File: src/rtl/i2c_types_pkg.sv
`default_nettype none
`timescale 1ns/1ps
// +--------------------------------------------------------------------------+
// | Module : i2c_types_pkg                                                   |
// | Brief  : Shared I2C types and constants: slave responder state encoding, |
// |          ACK/NACK bit levels, address match helper.                      |
// | Rev    : 1.0  initial release                                            |
// +--------------------------------------------------------------------------+
package i2c_types_pkg;

  typedef logic [2:0] i2c_slv_state_t;

  localparam i2c_slv_state_t ST_IDLE     = 3'd0;
  localparam i2c_slv_state_t ST_ADDR     = 3'd1;
  localparam i2c_slv_state_t ST_ADDR_ACK = 3'd2;
  localparam i2c_slv_state_t ST_WR_DATA  = 3'd3;
  localparam i2c_slv_state_t ST_WR_ACK   = 3'd4;
  localparam i2c_slv_state_t ST_RD_DATA  = 3'd5;
  localparam i2c_slv_state_t ST_RD_ACK   = 3'd6;
  localparam i2c_slv_state_t ST_IGNORE   = 3'd7;

  localparam logic I2C_ACK  = 1'b0;
  localparam logic I2C_NACK = 1'b1;

  // The general-call address (0) never matches, even if configured as own.
  function automatic logic addr_match(input logic [6:0] addr, input logic [6:0] own);
    return (addr == own) && (addr != 7'd0);
  endfunction

endpackage
`default_nettype wire

File: src/rtl/i2c_line_sync.sv
`default_nettype none
`timescale 1ns/1ps
// +--------------------------------------------------------------------------+
// | Module : i2c_line_sync                                                   |
// | Brief  : 2-flop synchroniser plus edge register for one I2C line.        |
// |          All flops reset to 1 (idle bus level).                          |
// | Ports  : i_clk, i_rst (sync, active-high), i_d raw line,                 |
// |          o_level synchronised level, o_rise / o_fall edge pulses.        |
// | Rev    : 1.0  initial release                                            |
// +--------------------------------------------------------------------------+
module i2c_line_sync (
  input  logic i_clk,
  input  logic i_rst,
  input  logic i_d,
  output logic o_level,
  output logic o_rise,
  output logic o_fall
);

  logic r_meta;
  logic r_sync;
  logic r_prev;

  always_ff @(posedge i_clk) begin
    if (i_rst) begin
      r_meta <= 1'b1;
      r_sync <= 1'b1;
      r_prev <= 1'b1;
    end else begin
      r_meta <= i_d;
      r_sync <= r_meta;
      r_prev <= r_sync;
    end
  end

  assign o_level = r_sync;
  assign o_rise  = r_sync & ~r_prev;
  assign o_fall  = ~r_sync & r_prev;

endmodule
`default_nettype wire

File: src/rtl/i2c_multibus_slave_responder.sv
`default_nettype none
`timescale 1ns/1ps
// +--------------------------------------------------------------------------+
// | Module : i2c_multibus_slave_responder                                    |
// | Brief  : Cycle-accurate I2C slave engine attachable to one of NUM_BUSSES |
// |          busses. Address match, pointer + register-file writes, reads    |
// |          with pointer auto-increment, START/STOP/write/read pulses.      |
// | Ports  : clk_i, rst_i (sync, active-high), bus_sel_i (latched in IDLE),  |
// |          scl_i/sda_i raw lines, sda_o open-drain drive (1 = release),    |
// |          start_o/stop_o/wr_valid_o/rd_valid_o pulses, wr_data_o held,    |
// |          ptr_o register pointer, busy_o (state != IDLE).                 |
// | Rev    : 1.0  initial release                                            |
// +--------------------------------------------------------------------------+
module i2c_multibus_slave_responder
  import i2c_types_pkg::*;
#(
  parameter int                        NUM_BUSSES     = 16,
  parameter int                        I2C_ADDR_WIDTH = 7,
  parameter int                        I2C_DATA_WIDTH = 8,
  parameter logic [I2C_ADDR_WIDTH-1:0] SLAVE_ADDR     = 7'h22,
  parameter int                        MEM_DEPTH      = 16
) (
  input  logic                          clk_i,
  input  logic                          rst_i,
  input  logic [$clog2(NUM_BUSSES)-1:0] bus_sel_i,
  input  logic [NUM_BUSSES-1:0]         scl_i,
  input  logic [NUM_BUSSES-1:0]         sda_i,
  output logic [NUM_BUSSES-1:0]         sda_o,
  output logic                          start_o,
  output logic                          stop_o,
  output logic                          wr_valid_o,
  output logic [I2C_DATA_WIDTH-1:0]     wr_data_o,
  output logic                          rd_valid_o,
  output logic [$clog2(MEM_DEPTH)-1:0]  ptr_o,
  output logic                          busy_o
);

  localparam int         SEL_W    = $clog2(NUM_BUSSES);
  localparam int         PTR_W    = $clog2(MEM_DEPTH);
  localparam int         DW       = I2C_DATA_WIDTH;
  localparam logic [3:0] BIT_LAST = 4'(DW - 1);
  localparam logic [3:0] BIT_ALL  = 4'(DW);

  i2c_slv_state_t    r_state;
  logic [SEL_W-1:0]  r_sel;
  logic [DW-1:0]     r_shift;
  logic [3:0]        r_bitcnt;
  logic              r_first;
  logic              r_rw;
  logic              r_acking;
  logic              r_sda_drv;
  logic [PTR_W-1:0]  r_ptr;
  logic [DW-1:0]     r_wr_data;
  logic              r_start;
  logic              r_stop;
  logic              r_wr_valid;
  logic              r_rd_valid;
  logic [DW-1:0]     r_mem [MEM_DEPTH];

  logic w_scl, w_scl_rise, w_scl_fall;
  logic w_sda, w_sda_rise, w_sda_fall;

  // Line selection happens before synchronisation, so only one pair of
  // synchronisers is needed regardless of the bus count.
  i2c_line_sync u_scl_sync (
    .i_clk   (clk_i),
    .i_rst   (rst_i),
    .i_d     (scl_i[r_sel]),
    .o_level (w_scl),
    .o_rise  (w_scl_rise),
    .o_fall  (w_scl_fall)
  );

  i2c_line_sync u_sda_sync (
    .i_clk   (clk_i),
    .i_rst   (rst_i),
    .i_d     (sda_i[r_sel]),
    .o_level (w_sda),
    .o_rise  (w_sda_rise),
    .o_fall  (w_sda_fall)
  );

  // SDA edges only count as bus conditions while SCL is high.
  logic w_start_det, w_stop_det;
  assign w_start_det = w_sda_fall & w_scl;
  assign w_stop_det  = w_sda_rise & w_scl;

  logic [DW-1:0]    w_byte;
  logic [PTR_W-1:0] w_ptr_next;
  logic             w_byte_done;
  logic             w_mem_we;
  assign w_byte      = {r_shift[DW-2:0], w_sda};
  assign w_ptr_next  = r_ptr + PTR_W'(1);
  assign w_byte_done = w_scl_rise && (r_bitcnt == BIT_LAST);
  assign w_mem_we    = !w_start_det && !w_stop_det && (r_state == ST_WR_DATA)
                       && w_byte_done && !r_first;

  // Register file is deliberately not reset.
  always_ff @(posedge clk_i) begin
    if (!rst_i && w_mem_we) begin
      r_mem[r_ptr] <= w_byte;
    end
  end

  always_ff @(posedge clk_i) begin
    if (rst_i) begin
      r_state    <= ST_IDLE;
      r_sel      <= '0;
      r_shift    <= '0;
      r_bitcnt   <= '0;
      r_first    <= 1'b0;
      r_rw       <= 1'b0;
      r_acking   <= 1'b0;
      r_sda_drv  <= 1'b1;
      r_ptr      <= '0;
      r_wr_data  <= '0;
      r_start    <= 1'b0;
      r_stop     <= 1'b0;
      r_wr_valid <= 1'b0;
      r_rd_valid <= 1'b0;
    end else begin
      r_start    <= 1'b0;
      r_stop     <= 1'b0;
      r_wr_valid <= 1'b0;
      r_rd_valid <= 1'b0;
      if (w_stop_det) begin
        r_state   <= ST_IDLE;
        r_sda_drv <= 1'b1;
        r_stop    <= 1'b1;
      end else if (w_start_det) begin
        // Partial byte is dropped; pointer survives a repeated START.
        r_state   <= ST_ADDR;
        r_bitcnt  <= '0;
        r_sda_drv <= 1'b1;
        r_start   <= 1'b1;
      end else begin
        case (r_state)
          ST_IDLE: r_sel <= bus_sel_i;
          ST_ADDR: begin
            if (w_scl_rise) begin
              r_shift  <= w_byte;
              r_bitcnt <= r_bitcnt + 4'd1;
              if (w_byte_done) begin
                r_bitcnt <= '0;
                r_acking <= 1'b0;
                r_rw     <= w_sda;
                r_state  <= addr_match(w_byte[DW-1:1], SLAVE_ADDR) ? ST_ADDR_ACK : ST_IGNORE;
              end
            end
          end
          ST_WR_DATA: begin
            if (w_scl_rise) begin
              r_shift  <= w_byte;
              r_bitcnt <= r_bitcnt + 4'd1;
              if (w_byte_done) begin
                r_bitcnt <= '0;
                r_acking <= 1'b0;
                r_state  <= ST_WR_ACK;
                if (r_first) begin
                  r_ptr   <= w_byte[PTR_W-1:0];
                  r_first <= 1'b0;
                end else begin
                  r_wr_data  <= w_byte;
                  r_wr_valid <= 1'b1;
                  r_ptr      <= w_ptr_next;
                end
              end
            end
          end
          // First SCL fall (end of bit 8) starts the ACK drive, the second
          // (end of the ACK bit) releases it and opens the next byte.
          ST_ADDR_ACK, ST_WR_ACK: begin
            if (w_scl_fall) begin
              if (!r_acking) begin
                r_sda_drv <= I2C_ACK;
                r_acking  <= 1'b1;
              end else begin
                r_acking <= 1'b0;
                r_bitcnt <= '0;
                if ((r_state == ST_ADDR_ACK) && r_rw) begin
                  // This fall opens the low phase of the first read bit.
                  r_shift   <= r_mem[r_ptr];
                  r_sda_drv <= r_mem[r_ptr][DW-1];
                  r_state   <= ST_RD_DATA;
                end else begin
                  r_sda_drv <= 1'b1;
                  r_state   <= ST_WR_DATA;
                  if (r_state == ST_ADDR_ACK) begin
                    r_first <= 1'b1;
                  end
                end
              end
            end
          end
          ST_RD_DATA: begin
            if (w_scl_rise) begin
              r_shift  <= {r_shift[DW-2:0], 1'b0};
              r_bitcnt <= r_bitcnt + 4'd1;
            end else if (w_scl_fall) begin
              if (r_bitcnt == BIT_ALL) begin
                r_sda_drv <= 1'b1;
                r_bitcnt  <= '0;
                r_state   <= ST_RD_ACK;
              end else begin
                r_sda_drv <= r_shift[DW-1];
              end
            end
          end
          ST_RD_ACK: begin
            if (w_scl_rise) begin
              r_rd_valid <= 1'b1;
              r_ptr      <= w_ptr_next;
              if (w_sda == I2C_NACK) begin
                r_state <= ST_IGNORE;
              end else begin
                // MSB of the next byte goes out on the following SCL fall.
                r_shift  <= r_mem[w_ptr_next];
                r_bitcnt <= '0;
                r_state  <= ST_RD_DATA;
              end
            end
          end
          ST_IGNORE: r_sda_drv <= 1'b1;
          default:   r_state   <= ST_IDLE;
        endcase
      end
    end
  end

  always_comb begin
    sda_o        = '1;
    sda_o[r_sel] = r_sda_drv;
  end

  assign start_o    = r_start;
  assign stop_o     = r_stop;
  assign wr_valid_o = r_wr_valid;
  assign wr_data_o  = r_wr_data;
  assign rd_valid_o = r_rd_valid;
  assign ptr_o      = r_ptr;
  assign busy_o     = (r_state != ST_IDLE);

endmodule
`default_nettype wire

File: config.mk
export PLATFORM = sky130hd
export DESIGN_NAME = i2c_multibus_slave_responder
export DESIGN_NICKNAME = d
export VERILOG_FILES = /design/src/rtl/i2c_types_pkg.sv /design/src/rtl/i2c_line_sync.sv /design/src/rtl/i2c_multibus_slave_responder.sv
export SDC_FILE = /design/constraint.sdc
export NUM_CORES = 1
export LEC_CHECK = 0
export ABC_AREA = 0
export CAP_MARGIN = 20
export CORE_MARGIN = 5
export CORE_UTILIZATION = 55
export CTS_CLUSTER_DIAMETER = 30
export DETAILED_ROUTE_END_ITERATION = 10
export MAX_ROUTING_LAYER = met4
export PLACE_DENSITY = 0.76
export SKIP_LAST_GASP = 1
export SYNTH_ARGS = -nofsm -noshare
export SYNTH_HDL_FRONTEND = slang
export SYNTH_HIERARCHICAL = 1
export SYNTH_SLANG_ARGS = --single-unit
File: constraint.sdc
create_clock -name clk_i -period 3.4 [get_ports clk_i]
set_clock_uncertainty 0.2 [all_clocks]
set_input_delay 0.68 -clock clk_i [delete_from_list [all_inputs] [get_ports clk_i]]
set_output_delay 0.68 -clock clk_i [all_outputs]
set_load 0.05 [all_outputs]
# Word-level counts from Yosys, hierarchy flattened
# Memories as Yosys holds them, arrays and structs flattened. A register that Yosys moved wholly into a read port is not among the register bits.
# Index checks and enable logic that the tools add are counted.
[classes]
n_reduce_logical = 41
order_cmp = 2
n_mul = 0
shifts = 0
div_mod_pow = 0
n_addsub = 2
n_mux = 70
n_eq_ne = 41
bitwise = 19
[ops]
columns = ["cell", "count"]
rows = [
  ["two-way mux 4 bit", 16],
  ["two-way mux 8 bit", 7],
  ["two-way mux 3 bit", 12],
  ["case mux 8 bit (4 select lines)", 1],
  ["inequality test 3 bit, second input constant", 9],
  ["inequality test 2 bit, second input constant", 13],
  ["two-way mux 1 bit", 24],
  ["AND reduction 11 bit", 2],
  ["AND reduction 6 bit", 3],
  ["AND reduction 9 bit", 2],
  ["NOT 16 bit", 1],
  ["OR 16 bit", 1],
  ["case mux 4 bit (4 select lines)", 1],
  ["case mux 3 bit (5 select lines)", 1],
  ["== test 3 bit, second input constant", 4],
  ["NOT 1 bit", 11],
  ["AND reduction 10 bit", 1],
  ["nonzero test 5 bit", 2],
  ["logical AND 1 bit", 9],
  ["adder 4 x 1 -> 4 bit, second input constant", 2],
  ["binary-select mux 1 bit (select 4 bit)", 2],
  ["inequality test 2 x 1 -> 1 bit, second input constant", 4],
  ["case mux 4 bit (2 select lines)", 1],
  ["== test 7 x 6 -> 1 bit, second input constant", 1],
  ["29 further kinds", 45],
]
[word_totals]
elab_cells = 197
output_inout_bits = 33
romBits = 0
n_memories = 1
in_bits = 38
ram_bits = 128
regBits = 45
latchBits = 0
[mem_list]
columns = ["memory", "words", "width", "rd", "rd_ports_with_merged_regs", "wr", "line_no", "text"]
rows = [
  ["r_mem", 16, 8, 2, 1, 1, "i2c_multibus_slave_responder.sv:58", "logic [DW-1:0] r_mem [MEM_DEPTH];"],
]

# Depth between registers and ports, before layout
# Gate-level depths: netlist (run 1).
[depth]
word_depth = 11
ltp_mapped = 11
ltp_nobuf = 7

# Modules after synthesis
# Netlist (run 1), hierarchy kept.
[modules_own_cells]
columns = ["mod", "area_each_um2", "seq_area_each_um2", "instances", "cells_each"]
rows = [
  ["i2c_multibus_slave_responder", 8728.4, 4704.5, 1, 603],
  ["i2c_line_sync", 92.6, 60.1, 2, 8],
]

# Least setup slack after synthesis (run 1)
# Ideal clock, no wire load.
[synth_path]
kind = "reg2reg"
from = "reg r_ptr[0] (netlist: ptr_o[0])"
to = "reg r_shift[1]"
arrival_ns = 2.942
path_stages_with_launch = 11
slack_ns = 0.124
period_less_slack_ns = 3.276
path_cell_list = "dfxtp_1 buf_2 buf_4 inv_1 ha_1 buf_2 clkbuf_1 mux4_2 mux4_2 nand2_1 a211oi_1"
[synth_via]
elab_chain_len = 5
[synth_lines]
columns = ["item", "line_no", "text"]
rows = [
  ["start: declaration", "i2c_multibus_slave_responder.sv:52", "logic [PTR_W-1:0] r_ptr;"],
  ["start signal: assignment", "i2c_multibus_slave_responder.sv:160", "r_ptr <= w_byte[PTR_W-1:0];"],
  ["start signal: assignment", "i2c_multibus_slave_responder.sv:165", "r_ptr <= w_ptr_next;"],
  ["start signal: assignment", "i2c_multibus_slave_responder.sv:212", "r_ptr <= w_ptr_next;"],
  ["adder 4 x 1 -> 4 bit", "i2c_multibus_slave_responder.sv:93", "assign w_ptr_next = r_ptr + PTR_W'(1);"],
  ["memory read (16 x 8 bit)", "-", ""],
  ["two-way mux 8 bit", "i2c_multibus_slave_responder.sv:213", "if (w_sda == I2C_NACK) begin"],
  ["two-way mux 8 bit", "i2c_multibus_slave_responder.sv:210", "if (w_scl_rise) begin"],
  ["case mux 8 bit (4 select lines)", "i2c_multibus_slave_responder.sv:137", "case (r_state)"],
  ["end signal: assignment", "i2c_multibus_slave_responder.sv:141", "r_shift <= w_byte;"],
  ["end signal: assignment", "i2c_multibus_slave_responder.sv:153", "r_shift <= w_byte;"],
  ["end signal: assignment", "i2c_multibus_slave_responder.sv:217", "r_shift <= r_mem[w_ptr_next];"],
  ["end: declaration", "i2c_multibus_slave_responder.sv:46", "logic [DW-1:0] r_shift;"],
]
# Every way passes these cells. The select of a mux whose other input is x is not followed.
# A chain may end at the register's enable or synchronous reset.

# Final worst setup path (run 1)
[layout_path]
from = "reg r_state[2]"
to = "out busy_o"
[layout_via]
elab_chain_len = 1
[layout_lines]
columns = ["item", "line_no", "text"]
rows = [
  ["start: declaration", "i2c_multibus_slave_responder.sv:44", "i2c_slv_state_t r_state;"],
  ["start signal: assignment", "i2c_multibus_slave_responder.sv:147", "r_state <= addr_match(w_byte[DW-1:1], SLAVE_ADDR) ? ST_ADDR_ACK : ST_IGNORE;"],
  ["nonzero test 3 bit", "i2c_multibus_slave_responder.sv:241", "assign busy_o = (r_state != ST_IDLE);"],
  ["end: declaration", "i2c_multibus_slave_responder.sv:35", "output logic busy_o"],
]
# Every way passes these cells.

==> results of run 1 <==
-- cell usage in the layout (no fill, tap or decap), types with 6 or more instances in the layout --
cell             count
nand3_1             15
nor2b_1             10
and2_1              10
nand2b_1            11
ha_1                 6
nand3b_1            10
mux2i_1             34
clkbuf_16           17
dfxtp_1             46
or2_1                8
buf_4               37
inv_1               13
nor3_1               6
mux4_2              78
o22ai_1              7
clkdlybuf4s50_1     70
a211oi_1            16
a21oi_1             11
nand2_1             34
nor2_1              45
edfxtp_1           128
-- layer usage --
metal | global-route usage [%] | routed length [um] | up-vias
li1 | - | - | 2624
met1 | 35.0 | 9110 | 3020
met2 | 41.0 | 11600 | 368
met3 | 7.49 | 2220 | 80
met4 | 12.5 | 996 | 0
met5 | - | 0 | -
-- final cells by class --
class | instances | area share [%]
Tap cell | 216 | 2.56
Timing Repair Buffer | 107 | 9.26
Inverter | 16 | 0.568
Clock inverter | 14 | 1.89
Clock buffer | 18 | 4.06
Multi-Input combinational cell | 383 | 36.0
Sequential cell | 177 | 45.7
-- power by group through the flow --
stage                     clock, mW  combinational (mW)  sequential, mW
after detailed placement          0               0.530            2.48
after floorplan                   0               0.324            2.48
final                          2.05               0.536            2.44
after global placement            0               0.520            2.48
after CTS                      2.07               0.532            2.44
after global routing           2.17               0.575            2.45
-- registers in the layout, indices dropped and copies added, names as in the netlist, 3 cells and up, named ones only --
signal     count
wr_data_o      8
r_mem        128
r_shift        8
r_sel          4
r_bitcnt       4
ptr_o          4
r_state        3
-- through the flow --
stage	hold WS (ns)	total power [mW]	utilization, %	std cells
detailed placement	0.202	3.01	62.5	899
CTS	0.217	5.04	66.5	931
floorplan	0.183	2.81	-	619
global route	0.239	5.19	66.5	931
finish	0.217	5.02	66.5	931
global placement	0.199	3.00	62.5	899
-- worst max-delay path: cells and delay by family (launching register included) --
family	cells	cell delay, ns
buffers and inverters	1	0.80
flip-flops	1	0.72
AND/OR/NAND/NOR	2	0.40
-- cells by family after synthesis --
kind of cell    after synthesis
xor+xnor                      3
buf+inv                      59
compound gates               84
mux                         118
flops                       177
fa+ha+maj                     6
simple gates                172
-- path summary, 6_finish.rpt --
path	start	slack, ns	cells past startpoint	to
setup / recovery	r_state[2]	0.17	3	busy_o
hold / removal	u_scl_sync/r_meta	0.22	1	u_scl_sync/o_level
setup reg to reg	r_bitcnt[0]	0.56	7	r_mem[5][0]
hold reg to reg	u_scl_sync/r_meta	0.22	1	u_scl_sync/o_level
-- what timing repair did --
action / 4_1_cts / 5_1_grt
gates resized for setup: 0 / 1
setup buffers: 0 / 0
endpoints found under the setup margin: 0 / 1
==> impl_metrics.toml, run 1 <==
[place]
gp_congestion = 0.968
port_buffers = 70
placed_area_mm2 = 0.00994
dpl_worst_slack_ns = 0.263
place_hpwl_um = 16800

[pwr]
p_int_mw = 3.84
comb_power_share_pct = 10.7
p_sw_mw = 1.18
p_leak_nw = 3.34
switching_share_pct = 23.5
vdd_drop_max_mv = 0.403
clkPwrFrac_pct = 40.8
p_seq_share_pct = 48.6
power_density_mw_per_mm2 = 475

[critical_path]
start_kind = "flip-flop"
critical_path.max_stage_delay_ns = 0.80
crit_chain = "nor2_1, nand2_1, clkdlybuf4s50_1"
cp-end-kind = "primary output"
critPathKind = "reg2out"
cp.required_ns = 2.52
cp_slowest_cell = "clkdlybuf4s50_1"
cp.arrival_ns = 2.35
worstPathMaxFanout = 19

[timing]
slew_viol_final = 0
final_hold_viol_count = 0
finalWorstPathRequiredPeriod_ns = 3.23
rsz0062_at_grt = "false"
fin_crit_sh_pct = 95.1
worst_pin_slew_ns = 0.817
fmax_mhz = 309
fin_setup_tns_ns = 0
setup_viol = 0
slew_headroom_pct = 45.1
worst_slack_ns = 0.167

[die]
die_w_um = 137
boundaryPins = 71
core_mm2 = 0.0159
start_util_pct = 56.1
die_y_um = 137
num_rows = 46
die_area_mm2 = 0.0189

[yosys]
synth_edf_count = 128
synthAdderAreaFrac_pct = 0.842
synthArstFlopShare_pct = 0
syn_area_per_cell_um2 = 14.4
netlist_area_mm2 = 0.00891
synth_area_leaders = "edfxtp_1 43%, mux4_2 20%, dfxtp_1 11%"
synth_compound_area_share_pct = 6.86
synth_top_area_cell = "edfxtp_1"
ys_seq_area_share_pct = 54.1
yosys.area_share.xor_xnor_pct = 0.295
yosys.area_share.simple_pct = 10.2
yosysWarningCount = 6
yosysTopAreaCellShare_pct = 43.1
synth_top_family_by_area = "multiplexers"
synth-main-ff-cell = "edfxtp_1"
synthCells = 619
synthMuxAreaShare_pct = 24.5
syn-num-nets = 663
synth_cell_type_count = 65
synth_commonest_cells = "128 x edfxtp_1, 78 x mux4_2, 49 x dfxtp_1"
yosysMostFrequentCell = "edfxtp_1"
ys_ff_latch = 177

[cts]
cts_tree = "yes"
hold_buffers = 0
clock_latency_ns = 0.43
path_clk_slew_ns = 0.06
cts_made_buffers = 17
clock_tree.root_cell = "clkbuf_16"
htree_levels = 4
clock-sinks = 177
cts_max_path_buffers = 2

[global_routing]
grt_overflow = 0
antenna_found_initial = 0
track_usage_pct = 27.3
grt_pass1_vias = 6120
grt_max_degree = 43
grt_pass1_wl_um = 36300

[final_layout]
postLayoutCellArea_mm2 = 0.0106
area_growth_pct = 18.5
nNetsFinal = 746
regArea_mm2 = 0.00483
multi_input_area_mm2 = 0.00380
nFillCells = 1147
layout-drive-gt1-share_pct = 22.2
diodes = 0

[job]
drv_cap = 0

[drt]
first_pass_iters = 6
vias_per_cell = 6.54
wl_per_cell_um = 25.7
routed_wirelength_um = 23900
drc = 0
vias = 6092
dr.first_iter.drc_count = 760
postRouteAntennaNets = 0

[run_status]
status = "finished, final reports clean"

[min_path]
hold_class = "reg2reg"
No activity file was read; power rests on OpenSTA's default activity.
==> inputs of run 2 (changes only) <==
--- a/config.mk
+++ b/config.mk
@@ -6,7 +6,7 @@
 export NUM_CORES = 1
 export LEC_CHECK = 0
 export ABC_AREA = 0
-export CAP_MARGIN = 20
+export CAP_MARGIN = 40
 export CORE_MARGIN = 5
 export CORE_UTILIZATION = 55
 export CTS_CLUSTER_DIAMETER = 30
==> results of run 2 <==
Final layout, timing and power as in run 1 (identical DEF).
==> inputs of run 3 (changes only) <==
--- a/config.mk
+++ b/config.mk
@@ -7,10 +7,10 @@
 export LEC_CHECK = 0
 export ABC_AREA = 0
 export CAP_MARGIN = 40
-export CORE_MARGIN = 5
 export CORE_UTILIZATION = 55
 export CTS_CLUSTER_DIAMETER = 30
 export DETAILED_ROUTE_END_ITERATION = 10
+export GPL_ROUTABILITY_DRIVEN = 0
 export MAX_ROUTING_LAYER = met4
 export PLACE_DENSITY = 0.76
 export SKIP_LAST_GASP = 1
==> run 3 against run 2 <==
Compared with the run above: flip-flop and latch count did not move; fmax decreased by 1.6%; sequential share of layout area about the same; clock power down 3%; final cell count is 0.43% higher; via count increased by 2.9%; combinational power is 5.2% higher; wire length up 2.4%; largest power group unchanged; highest routed layer unchanged.
==> impl_metrics.toml, run 3 (synthesized netlist as in run 1, its figures left out) <==
[critical_path]
cp-end-kind = "primary output"
cp.required_ns = 2.52
rr_endpoint = "r_shift[7]"
start_kind = "flip-flop"
reg2reg_setup_slack_ns = 0.43
worstPathMaxFanout = 7
cp.arrival_ns = 2.41
r2r_cells = 8
critPathKind = "reg2out"
r2r_start = "ptr_o[1]"

[die]
num_rows = 46
die_y_um = 129
die_area_mm2 = 0.0167
start_util_pct = 56.3
die_w_um = 129
boundaryPins = 71
core_mm2 = 0.0158

[drt]
wl_per_cell_um = 26.2
dr.first_iter.drc_count = 795
vias_per_cell = 6.70
first_pass_iters = 5
drc = 0
routed_wirelength_um = 24500
postRouteAntennaNets = 0
vias = 6269

[pwr]
vdd_drop_max_mv = 0.370
report.power.total_mw = 4.99
p_leak_nw = 3.36
power_density_mw_per_mm2 = 472

[final_layout]
final_cell_mix = "128 x edfxtp_1, 78 x mux4_2, 70 x clkdlybuf4s50_1, 47 x dfxtp_1, 45 x nor2_1"
final_common_cell = "edfxtp_1"
largest_reg_flops = 128
area_growth_pct = 18.6
nNetsFinal = 750
diodes = 0
layout-drive-gt1-share_pct = 22.3
largest_register = "r_mem"

[job]
drv_cap = 0

[global_routing]
grt_overflow = 0
grt_pass1_wl_um = 37000
grt_pass1_vias = 6007
grt_max_degree = 43
antenna_found_initial = 0
track_usage_pct = 32.1

[place]
dpl_worst_slack_ns = 0.308
port_buffers = 70
place_hpwl_um = 17000

[min_path]
holdPathStages = 1
hold_end = "u_scl_sync/o_level"
hold_class = "reg2reg"
hold_path_startpoint = "u_scl_sync/r_meta"

[timing]
fin_crit_sh_pct = 96.6
slew_headroom_pct = 45.9
rsz0062_at_grt = "false"
slew_viol_final = 0
worst_slack_ns = 0.115
final_hold_viol_count = 0
fin_setup_tns_ns = 0
setup_viol = 0
worst_pin_slew_ns = 0.805
fmax_mhz = 304
finalWorstPathRequiredPeriod_ns = 3.29

[cts]
clock_tree.root_cell = "clkbuf_16"
hold_buffers = 0
path_clk_slew_ns = 0.06
cts_setup_buffers = 0
htree_levels = 4
cts_max_path_buffers = 2
cts_tree = "yes"
clock-sinks = 177
clock_latency_ns = 0.44
cts_made_buffers = 17
cts_resized = 0

[run_status]
status = "finished, final reports clean"
==> run 3: worst max-delay path: stages, from the launching register on <==
cell and delay, ns:
dfxtp_1 0.50, nor3b_1 0.54, nand2_1 0.17, clkdlybuf4s50_1 0.75
==> run 3: area by class of cell <==
class                           count  area (um^2)
Sequential cell                   177         4830
Multi-Input combinational cell    383         3800
Timing Repair Buffer              111         1010
Fill cell                        1081         5260
Clock buffer                       19          443
Inverter                           16         60.1
Clock inverter                     13          160
Tap cell                          216          270
==> run 3: how the worst max path moves through the flow <==
stage | slack (ns) | cells after the start | end | startpoint
3_5_place_dp | 0.31 | 6 | r_mem[1][7] | rst_i
3_3_place_gp | 0.35 | 6 | r_mem[1][7] | rst_i
2_1_floorplan | 0.12 | 10 | r_shift[1] | ptr_o[0]
5_1_grt | 0.01 | 3 | sda_o[3] | r_sel[0]
4_1_cts | 0.15 | 3 | sda_o[3] | r_sel[0]
6_report | 0.11 | 3 | sda_o[3] | r_sel[0]
==> run 3: where the power goes <==
part | internal, mW | switching [mW] | leakage [nW]
Combinational | 0.224 | 0.339 | 1.49
Sequential | 2.38 | 0.0492 | 1.57
Clock | 1.18 | 0.819 | 0.292
==> run 3: metrics by stage <==
| step | cells | area, um^2 | util, % | hold slack [ns] |
|---|---|---|---|---|
| 2_1_floorplan | 619 | 8910 | - | 0.183 |
| 3_3_place_gp | 903 | 9970 | 63.0 | 0.185 |
| 3_5_place_dp | 903 | 9970 | 63.0 | 0.201 |
| 4_1_cts | 935 | 10600 | 66.8 | 0.216 |
| 5_1_grt | 935 | 10600 | 66.8 | 0.224 |
| 6_report | 935 | 10600 | 66.8 | 0.215 |
==> run 3: layer usage <==
metal  up-vias  track usage [%]  part of all wire (%)  wire, um
met1      3152             44.0                    39      9600
li1       2628                -                     -         -
met4         0             14.4                   3.8       926
met3        74             6.44                   9.6      2360
met2       415             46.5                    47     11600
met5         -                -                     0         0
